## src/rtl/cache_line_xfr_ctrl_pkg.sv

```systemverilog
// Shared types and width helpers for the cache line transfer controller.
package cache_xfr_pkg;

   // Default parameter values for the transfer controller.
   localparam int unsigned LINE_WORDS_DEF  = 512;
   localparam int unsigned LINE_ADDR_W_DEF = 23;
   localparam int unsigned TIMEOUT_DEF     = 1024;

   // Transfer controller states; IDLE must stay at encoding 0.
   typedef enum logic [2:0] {
      IDLE      = 3'd0,
      EVICT_REQ = 3'd1,
      EVICT_XFR = 3'd2,
      FILL_REQ  = 3'd3,
      FILL_XFR  = 3'd4,
      DONE      = 3'd5,
      ERR       = 3'd6
   } xfr_state_e;

   // Counter width able to index n values, never narrower than one bit.
   function automatic int unsigned width_of(input int unsigned n);
      return (n > 1) ? $clog2(n) : 1;
   endfunction

endpackage

```

## src/rtl/cache_line_xfr_ctrl_watchdog.sv

```systemverilog
// Progress watchdog: counts cycles without progress, flags expiry at TIMEOUT-1.
module xfr_watchdog
   import cache_xfr_pkg::*;
#(
   parameter  int unsigned TIMEOUT = TIMEOUT_DEF,
   localparam int unsigned TO_W    = width_of(TIMEOUT)
) (
   input  logic clk,
   input  logic rst,
   input  logic clear,
   input  logic progress,
   output logic expire
);

   localparam logic [TO_W-1:0] TO_LAST = TO_W'(TIMEOUT - 1);

   logic [TO_W-1:0] cnt;

   // Idle-cycle counter; restarts whenever the controller moves forward.
   always_ff @(posedge clk) begin
      if (rst || clear || progress) begin
         cnt <= '0;
      end else begin
         cnt <= cnt + TO_W'(1);
      end
   end

   // Progress in the expiry cycle takes priority over the timeout.
   assign expire = !clear && !progress && (cnt == TO_LAST);

endmodule

```

## src/rtl/cache_line_xfr_ctrl.sv

```systemverilog
// Moves one cache line between cache RAM and main memory: optional
// write-back of the dirty victim, then fill of the missing line.
module cache_line_xfr_ctrl
   import cache_xfr_pkg::*;
#(
   parameter  int unsigned LINE_WORDS       = LINE_WORDS_DEF,
   parameter  int unsigned LINE_ADDR_W      = LINE_ADDR_W_DEF,
   parameter  bit          FILL_AFTER_EVICT = 1'b1,
   parameter  int unsigned TIMEOUT          = TIMEOUT_DEF,
   localparam int unsigned CNT_W            = width_of(LINE_WORDS)
) (
   input  logic                   clk,
   input  logic                   rst,
   input  logic                   miss_valid,
   input  logic                   miss_dirty,
   input  logic [LINE_ADDR_W-1:0] miss_line_addr,
   input  logic [LINE_ADDR_W-1:0] victim_line_addr,
   output logic                   mem_cmd_valid,
   output logic                   mem_cmd_write,
   output logic [LINE_ADDR_W-1:0] mem_cmd_addr,
   input  logic                   mem_cmd_ready,
   input  logic                   mem_wr_ack,
   input  logic                   mem_rd_valid,
   output logic [CNT_W-1:0]       line_rd_addr,
   output logic [CNT_W-1:0]       line_wr_addr,
   output logic                   line_wr_en,
   output logic                   busy,
   output logic                   done,
   output logic                   err
);

   localparam logic [CNT_W-1:0] LAST_WORD = CNT_W'(LINE_WORDS - 1);

   xfr_state_e             state;
   logic [CNT_W-1:0]       ev_cnt;
   logic [CNT_W-1:0]       fl_cnt;
   logic [LINE_ADDR_W-1:0] miss_addr_q;
   logic                   cmd_hs;
   logic                   wr_ack;
   logic                   rd_word;
   logic                   wd_expire;

   // Qualified handshake/progress strobes; stray memory signals are ignored.
   assign cmd_hs  = mem_cmd_valid && mem_cmd_ready;
   assign wr_ack  = (state == EVICT_XFR) && mem_wr_ack;
   assign rd_word = (state == FILL_XFR) && mem_rd_valid;

   // RAM has one cycle of read latency, so address one word ahead on an ack.
   assign line_rd_addr = ev_cnt + CNT_W'(wr_ack);
   assign line_wr_addr = fl_cnt;
   assign line_wr_en   = rd_word;

   // Watchdog only exists when a timeout is configured.
   generate
      if (TIMEOUT != 0) begin : g_wd
         xfr_watchdog #(
            .TIMEOUT (TIMEOUT)
         ) u_wd (
            .clk      (clk),
            .rst      (rst),
            .clear    (!(state inside {EVICT_REQ, EVICT_XFR, FILL_REQ, FILL_XFR})),
            .progress (cmd_hs || wr_ack || rd_word),
            .expire   (wd_expire)
         );
      end else begin : g_no_wd
         assign wd_expire = 1'b0;
      end
   endgenerate

   // Transfer sequencer with registered command, status and pulse outputs.
   always_ff @(posedge clk) begin
      if (rst) begin
         state         <= IDLE;
         ev_cnt        <= '0;
         fl_cnt        <= '0;
         miss_addr_q   <= '0;
         mem_cmd_valid <= 1'b0;
         mem_cmd_write <= 1'b0;
         mem_cmd_addr  <= '0;
         busy          <= 1'b0;
         done          <= 1'b0;
         err           <= 1'b0;
      end else begin
         done <= 1'b0;
         err  <= 1'b0;
         unique case (state)
            IDLE: begin
               if (miss_valid) begin
                  miss_addr_q   <= miss_line_addr;
                  busy          <= 1'b1;
                  mem_cmd_valid <= 1'b1;
                  if (miss_dirty) begin
                     state         <= EVICT_REQ;
                     mem_cmd_write <= 1'b1;
                     mem_cmd_addr  <= victim_line_addr;
                     ev_cnt        <= '0;
                  end else begin
                     state         <= FILL_REQ;
                     mem_cmd_write <= 1'b0;
                     mem_cmd_addr  <= miss_line_addr;
                     fl_cnt        <= '0;
                  end
               end
            end
            EVICT_REQ: begin
               if (cmd_hs) begin
                  mem_cmd_valid <= 1'b0;
                  state         <= EVICT_XFR;
               end else if (wd_expire) begin
                  mem_cmd_valid <= 1'b0;
                  state         <= ERR;
                  err           <= 1'b1;
               end
            end
            EVICT_XFR: begin
               if (wr_ack) begin
                  ev_cnt <= ev_cnt + CNT_W'(1);
                  if (ev_cnt == LAST_WORD) begin
                     if (FILL_AFTER_EVICT) begin
                        state         <= FILL_REQ;
                        mem_cmd_valid <= 1'b1;
                        mem_cmd_write <= 1'b0;
                        mem_cmd_addr  <= miss_addr_q;
                        fl_cnt        <= '0;
                     end else begin
                        state <= DONE;
                        done  <= 1'b1;
                     end
                  end
               end else if (wd_expire) begin
                  state <= ERR;
                  err   <= 1'b1;
               end
            end
            FILL_REQ: begin
               if (cmd_hs) begin
                  mem_cmd_valid <= 1'b0;
                  state         <= FILL_XFR;
               end else if (wd_expire) begin
                  mem_cmd_valid <= 1'b0;
                  state         <= ERR;
                  err           <= 1'b1;
               end
            end
            FILL_XFR: begin
               if (rd_word) begin
                  fl_cnt <= fl_cnt + CNT_W'(1);
                  if (fl_cnt == LAST_WORD) begin
                     state <= DONE;
                     done  <= 1'b1;
                  end
               end else if (wd_expire) begin
                  state <= ERR;
                  err   <= 1'b1;
               end
            end
            DONE, ERR: begin
               state <= IDLE;
               busy  <= 1'b0;
            end
            default: begin
               state <= IDLE;
               busy  <= 1'b0;
            end
         endcase
      end
   end

endmodule

```

## config.mk

```make
export PLATFORM = sky130hd
export DESIGN_NAME = cache_line_xfr_ctrl
export DESIGN_NICKNAME = d
export VERILOG_FILES = /design/src/rtl/cache_line_xfr_ctrl_pkg.sv /design/src/rtl/cache_line_xfr_ctrl_watchdog.sv /design/src/rtl/cache_line_xfr_ctrl.sv
export SDC_FILE = /design/constraint.sdc
export NUM_CORES = 1
export LEC_CHECK = 0
export BUFFER_PORTS_ARGS = -buffer_cell sky130_fd_sc_hd__buf_4
export CORE_MARGIN = 2
export CORE_UTILIZATION = 58
export DETAILED_ROUTE_END_ITERATION = 6
export GPL_TIMING_DRIVEN = 0
export PLACE_DENSITY = 0.92
export REMOVE_ABC_BUFFERS = 1
export SYNTH_ARGS = -nofsm -noshare
export SYNTH_HDL_FRONTEND = slang
export SYNTH_SLANG_ARGS = --single-unit
```

## constraint.sdc

```tcl
create_clock -name clk -period 3.3 [get_ports clk]
set_clock_uncertainty 0.15 [all_clocks]
set_input_delay 0.66 -clock clk [delete_from_list [all_inputs] [get_ports clk]]
set_output_delay 0.66 -clock clk [all_outputs]
set_load 0.01 [all_outputs]
```

==> results of run 1 <==
[power by group through the flow]
stage / clock, uW / combinational (uW) / sequential [uW]
global route: 889 / 856 / 1220
finish: 839 / 775 / 1210
floorplan: 0 / 426 / 1230
CTS: 845 / 767 / 1200
global placement: 0 / 725 / 1220
detailed placement: 0 / 762 / 1220
[worst max-delay path, cell delays in order (launching register included)]
cell,delay [ns]
dfxtp_1,0.43
nor4bb_4,0.36
ha_1,0.27
ha_1,0.20
nand3_1,0.16
nor2_1,0.19
xor2_1,0.18
buf_4,0.15
[registers in the layout, indices dropped and copies added, names as in the netlist]
register,flops
miss_addr_q,23
done,1
ev_cnt,9
err,1
mem_cmd_write,1
g_wd.u_wd.cnt,10
mem_cmd_valid,1
busy,1
state,3
line_wr_addr,9
mem_cmd_addr,23
[per-layer routing]
layer	track usage	vias to the layer above	part of all wire
met2	0.419	166	0.48
met3	0.0462	19	0.077
li1	-	1862	-
met5	0	-	0
met4	0.120	0	0.017
met1	0.338	1738	0.42
[cell type report]
type / count / area, um^2
Clock inverter: 7 / 106
Multi-Input combinational cell: 364 / 2210
Inverter: 9 / 33.8
Timing Repair Buffer: 102 / 773
Fill cell: 474 / 1780
Tap cell: 96 / 120
Clock buffer: 9 / 124
Sequential cell: 82 / 1650
[cells in the final DEF, fill, tap and decap left out, drive strengths merged, types with 3 or more instances in the layout]
cell type / netlist / final
a211oi: 4 / 4
a21oi: 56 / 56
a31oi: 3 / 3
and2: 3 / 3
and3: 6 / 6
buf: 23 / 102
clkbuf: 13 / 9
dfxtp: 82 / 82
ha: 7 / 7
inv: 9 / 13
mux2: 4 / 4
mux2i: 23 / 23
nand2: 104 / 104
nand2b: 4 / 4
nand3: 10 / 10
nand4: 7 / 7
nor2: 33 / 33
nor3: 13 / 13
nor3b: 6 / 6
o211ai: 24 / 24
o21ai: 5 / 5
o31ai: 3 / 3
xnor2: 9 / 9
xor2: 12 / 12
[path summary, 6_finish.rpt]
| kind | endpoint | from |
|---|---|---|
| max | line_rd_addr[8] | state[2] |
| min | g_wd.u_wd.cnt[0] | g_wd.u_wd.cnt[0] |
| min reg2reg | g_wd.u_wd.cnt[0] | g_wd.u_wd.cnt[0] |
| max reg2reg | mem_cmd_addr[5] | ev_cnt[1] |
[stage by stage]
stage	setup WS (ns)	total power, uW	area, um^2	utilization	hold WS [ns]
6_report	0.187	2820	5010	0.737	0.305
5_1_grt	0.0409	2960	5010	0.737	0.311
4_1_cts	0.0156	2810	4990	0.735	0.304
3_5_place_dp	0.135	1980	4760	0.701	0.280
3_3_place_gp	0.229	1940	4740	0.698	0.271
2_1_floorplan	0.539	1660	3880	-	0.263
[cells by family after synthesis]
| logic type | after synthesis | share of synthesized area |
|---|---|---|
| flops | 82 | 0.404 |
| mux | 27 | 0.0677 |
| fa+ha+maj | 7 | 0.0215 |
| buf+inv | 45 | 0.0551 |
| xor+xnor | 21 | 0.0452 |
| simple gates | 198 | 0.233 |
| compound gates | 111 | 0.174 |
[what timing repair did]
item                                    4_1_cts  5_1_grt
endpoints found under the setup margin        4        2
endpoints found under the hold margin         0        0
pin swaps                                     1        1
buffers inserted                              0        2
resized for setup                             1        2
==> results by group, run 1 <==
Yosys
  – Ys async rst share: 0
  – Syn Inst Count: 491
  – Distinct cells, synth: 58
  – Syn avg cell area: 8.28 um^2
  – #FFs+latches synth: 82
  – Post-synth top area share: 0.404
  – Number of enable flip-flop cells after synthesis: 0
  – YS warnings: 0
  – Synth top area cells: dfxtp_1 40%, nand2_1 9.5%, a21oi_1 6.8%
  – Mapped Area: 4070 um^2
  – Synth Flop Type: dfxtp_1
  – Commonest cells in the netlist: 103 x nand2_1, 82 x dfxtp_1, 55 x a21oi_1, 33 x nor2_1
  – Sequential share of the synthesized area: 0.404
  – Post-synth top area cell: dfxtp_1
  – Most frequent cell after synthesis: nand2_1

Placed design
  – Routability cong.: 0.868
  – Placed insts: 651
  – Port Buf Inserts: 99
  – Final HPWL DP: 6620 um

Power
  – Clock Power Share: 0.297
  – Gate power share: 0.275
  – Worst vdd ir: 0.363 mV
  – Power per cell area: 563 nW/um^2
  – Switching pwr: 947 uW
  – Reg power frac: 0.428
  – Static leakage: 0.00213 uW
  – Power Internal: 1870 uW
  – Switching fraction of total power: 0.336

Routing
  – Residual DRC: 0
  – Vias: 3785
  – Drt via density: 5.66
  – Wire length per cell: 14.9 um
  – Routed WL: 10000 um
  – Drt first pass iters: 5
  – Antenna violation net count after detailed routing: 0
  – Initial detailed-routing violation count: 202

GRT
  – Vias in the first global route: 3480
  – Total grt overflow: 0
  – First-pass GRT wire length: 15800 um
  – Largest net degree at the start of global routing: 67
  – Antenna violations before repair: 0
  – All-Layer GR Usage: 0.259

STA
  – Slew HR: 0.306
  – Setup TNS: 0 ns
  – Fmax: 0.321 GHz
  – RSZ-0062 raised after global routing: false
  – Fin crit share: 0.943
  – Hold Fails Final Rpt: 0
  – Least-Margin Pin Slew: 1.04 ns
  – Final Slew Violations: 0
  – Finish-stage setup viols: 0
  – Post-layout min period: 3.11 ns

Final layout
  – Layout Cells excl Fill: 669
  – Synth-to-layout area growth: 23.2%
  – Layout cell share with drive strength beyond 1: 0.243
  – Ant. Diodes: 0
  – Final net count: 628

Floorplan
  – Core box area: 6790 um^2
  – Starting density of the core: 0.599
  – Die height: 87.7 um
  – I/O pin count: 100
  – FP Rows: 30
  – Die area: 7700 um^2
  – Chip Width: 87.7 um

Setup path
  – Flop-to-flop setup slack: 0.68 ns
  – CP arrival: 2.30 ns
  – CP max FO: 11
  – Startpoint types: flip-flop
  – R2r worst-path depth: 8
  – Crit. End Element: output pin
  – Critical path class: flip-flop to output pin
  – Worst EP required: 2.49 ns

Clock tree
  – Longest Clk Path Bufs: 2
  – Clock sink total: 82
  – Clock Pin Slew Worst Setup and Hold Paths: 0.09 ns
  – Clock latency at the later pin of the worst-skew pair: 0.36 ns
  – Num CTS Buffers: 9
  – Hold Buf Count CTS: 0
  – Clock root cell: clkbuf_8
  – CTS tree: yes
  – Htree depth: 3

Min path
  – Hold WC Path Type: flip-flop to flip-flop
  – Hold depth: 1

Status
  – Status: complete, no violations

Job
  – Max Cap Violations: 0
No activity file was read; power rests on OpenSTA's default activity.
==> run 2: changes to the inputs <==
SETUP_SLACK_MARGIN = 0.5   (was default)
==> run 2 against run 1 <==
Effect of this change: worst setup slack improved by 0.22 ns; via count increased by 3.0%; final area grew 2.4%; first-iteration DRC count grew 45%; critical path type unchanged; worst hold slack about the same; sequential share of layout area decreased by 0.66 points.
==> results by group, run 2 (synthesized netlist as in run 1, its figures left out) <==
Clock tree
  – Hold Buf Count CTS: 0 (unchanged)
  – Clock Pin Slew Worst Setup and Hold Paths: 0.09 ns (about the same)
  – CTS tree: yes
  – Clock latency at the later pin of the worst-skew pair: 0.36 ns (about the same)
  – Num CTS Buffers: 9 (unchanged)
  – Longest Clk Path Bufs: 2 (unchanged)
  – Htree depth: 3 (unchanged)
  – Clock sink total: 82 (unchanged)
  – Clock root cell: clkbuf_8

STA
  – Fin crit share: 0.876 (-0.0677)
  – Finish-stage setup viols: 0 (unchanged)
  – Least-Margin Pin Slew: 1.04 ns (+0.00169 ns)
  – Post-layout min period: 2.89 ns (-0.223 ns)
  – Slew HR: 0.305 (-0.00112)
  – Fmax: 0.346 GHz (+7.7%)
  – Hold Fails Final Rpt: 0 (unchanged)
  – Setup TNS: 0 ns (unchanged)
  – RSZ-0062 raised after global routing: true
  – Final Slew Violations: 0 (unchanged)

Status
  – Status: complete, no violations

Routing
  – Routed wl met2: 5030 um (+4.5%)
  – Highest metal used: met4
  – Vias: 3897 (+3.0%)
  – Residual DRC: 0 (unchanged)
  – Wire length per cell: 15.4 um (+3.0%)
  – Drt first pass iters: 6 (+1)
  – Routed met3 length: 803 um (+4.7%)
  – Post-Route M1 WL: 4390 um (+3.3%)
  – Routed WL: 10400 um (+3.9%)
  – Drt via density: 5.77 (+2.0%)
  – Antenna violation net count after detailed routing: 0 (unchanged)
  – Initial detailed-routing violation count: 292 (+45%)

Setup path
  – Crit. End Element: output pin
  – R2r endpoint: line_wr_addr[2]
  – Flop-to-flop setup slack: 0.61 ns (-0.07 ns)
  – R2r worst-path depth: 8 (unchanged)
  – Critical path class: flip-flop to output pin
  – Startpoint types: flip-flop
  – RR Startpoint: ev_cnt[1]
  – Crit. Startpoint: state[2]
  – Worst EP required: 2.49 ns (about the same)
  – Crit path capture: line_rd_addr[5]
  – CP arrival: 2.08 ns (-0.22 ns)
  – CP max FO: 2 (-9)

Floorplan
  – Core box area: 6790 um^2 (unchanged)
  – I/O pin count: 100 (unchanged)
  – Chip Width: 87.7 um (unchanged)
  – Die height: 87.7 um (unchanged)
  – FP Rows: 30 (unchanged)
  – Die area: 7700 um^2 (unchanged)
  – Starting density of the core: 0.599 (unchanged)

Final layout
  – Fillers: 459 (-3.2%)
  – Synth-to-layout area growth: 26.1%
  – Fin util: 0.755 (+0.0179)
  – Biggest regs: mem_cmd_addr x23, miss_addr_q x23, g_wd.u_wd.cnt x10
  – Commonest non-fill, non-tap cell in the layout: buf_4
  – Final net count: 634 (+0.96%)
  – Design Area, Final: 5130 um^2 (+2.4%)
  – Ant. Diodes: 0 (unchanged)
  – Most frequent cells in the layout: 105 x buf_4, 103 x nand2_1, 79 x dfxtp_1
  – Layout cell share with drive strength beyond 1: 0.264 (+0.0217)

Min path
  – Hold WC Path Type: flip-flop to flip-flop

Power
  – Power per cell area: 554 nW/um^2 (-1.6%)
  – Worst vdd ir: 0.376 mV (+3.7%)
  – Tot Pwr: 2840 uW (+0.82%)
  – Static leakage: 0.00216 uW (+1.5%)

GRT
  – Antenna violations before repair: 0 (unchanged)
  – Total grt overflow: 0 (unchanged)
  – All-Layer GR Usage: 0.267 (+0.00748)
  – Largest net degree at the start of global routing: 67 (unchanged)
  – First-pass GRT wire length: 16400 um (+3.3%)
  – Vias in the first global route: 3546 (+1.9%)

Job
  – Max Cap Violations: 0 (unchanged)

Placed design
  – Final HPWL DP: 6620 um (unchanged)
  – Routability cong.: 0.868 (unchanged)
  – Port Buf Inserts: 99 (unchanged)
  – DP Area: 4760 um^2 (unchanged)
## run 2: cell types whose count changed in the layout (fill, tap and decap cells not counted), sizes merged
cell  change
buf       +6
## run 2: power by group
part | total, uW | switching (uW) | leakage [uW] | internal (uW)
combinational | 823 | 487 | 0.00137 | 336
clock | 839 | 398 | 0.000117 | 441
sequential | 1180 | 71.8 | 0.000670 | 1110
## run 2: stage by stage
stage / hold WS (ns) / std cells / setup slack, ns
finish: 0.305 / 675 / 0.410
global route: 0.311 / 675 / 0.361
CTS: 0.304 / 673 / 0.438
detailed placement: 0.280 / 651 / 0.135
global placement: 0.271 / 650 / 0.229
floorplan: 0.263 / 455 / 0.539
## run 2: worst min-delay path by stage
stage                     start          endpoint  slack [ns]  cells after the start
6_report       g_wd.u_wd.cnt[0]  g_wd.u_wd.cnt[0]        0.31                      1
5_1_grt        g_wd.u_wd.cnt[0]  g_wd.u_wd.cnt[0]        0.31                      1
3_5_place_dp   g_wd.u_wd.cnt[0]  g_wd.u_wd.cnt[0]        0.28                      1
4_1_cts        g_wd.u_wd.cnt[0]  g_wd.u_wd.cnt[0]        0.30                      1
3_3_place_gp   g_wd.u_wd.cnt[0]  g_wd.u_wd.cnt[0]        0.27                      1
2_1_floorplan  g_wd.u_wd.cnt[0]  g_wd.u_wd.cnt[0]        0.26                      1
## run 2: routing by layer
metal,track usage,vias up
met1,0.347,1829
met3,0.0462,20
met2,0.437,175
met4,0.113,0
met5,0,-
li1,-,1873
## run 2: area by class of cell
| type | instances | area (um^2) | share of cell area |
|---|---|---|---|
| Multi-Input combinational cell | 364 | 2260 | 0.441 |
| Timing Repair Buffer | 108 | 830 | 0.162 |
| Sequential cell | 82 | 1650 | 0.322 |
| Clock buffer | 9 | 124 | 0.0241 |
| Clock inverter | 7 | 106 | 0.0207 |
| Inverter | 9 | 33.8 | 0.00658 |
| Tap cell | 96 | 120 | 0.0234 |
## run 2: worst max-delay path: stages (launching register included)
cell,delay [ns]
dfxtp_4,0.36
nor4bb_4,0.32
ha_2,0.27
buf_6,0.11
nand4_1,0.15
nor2_2,0.18
xor2_1,0.18
buf_4,0.15
## run 2: what timing repair did
item                                    4_1_cts  5_1_grt
pin swaps                                     5        1
gates resized for setup                      17        4
setup buffers                                 6        2
endpoints found under the setup margin        9       11
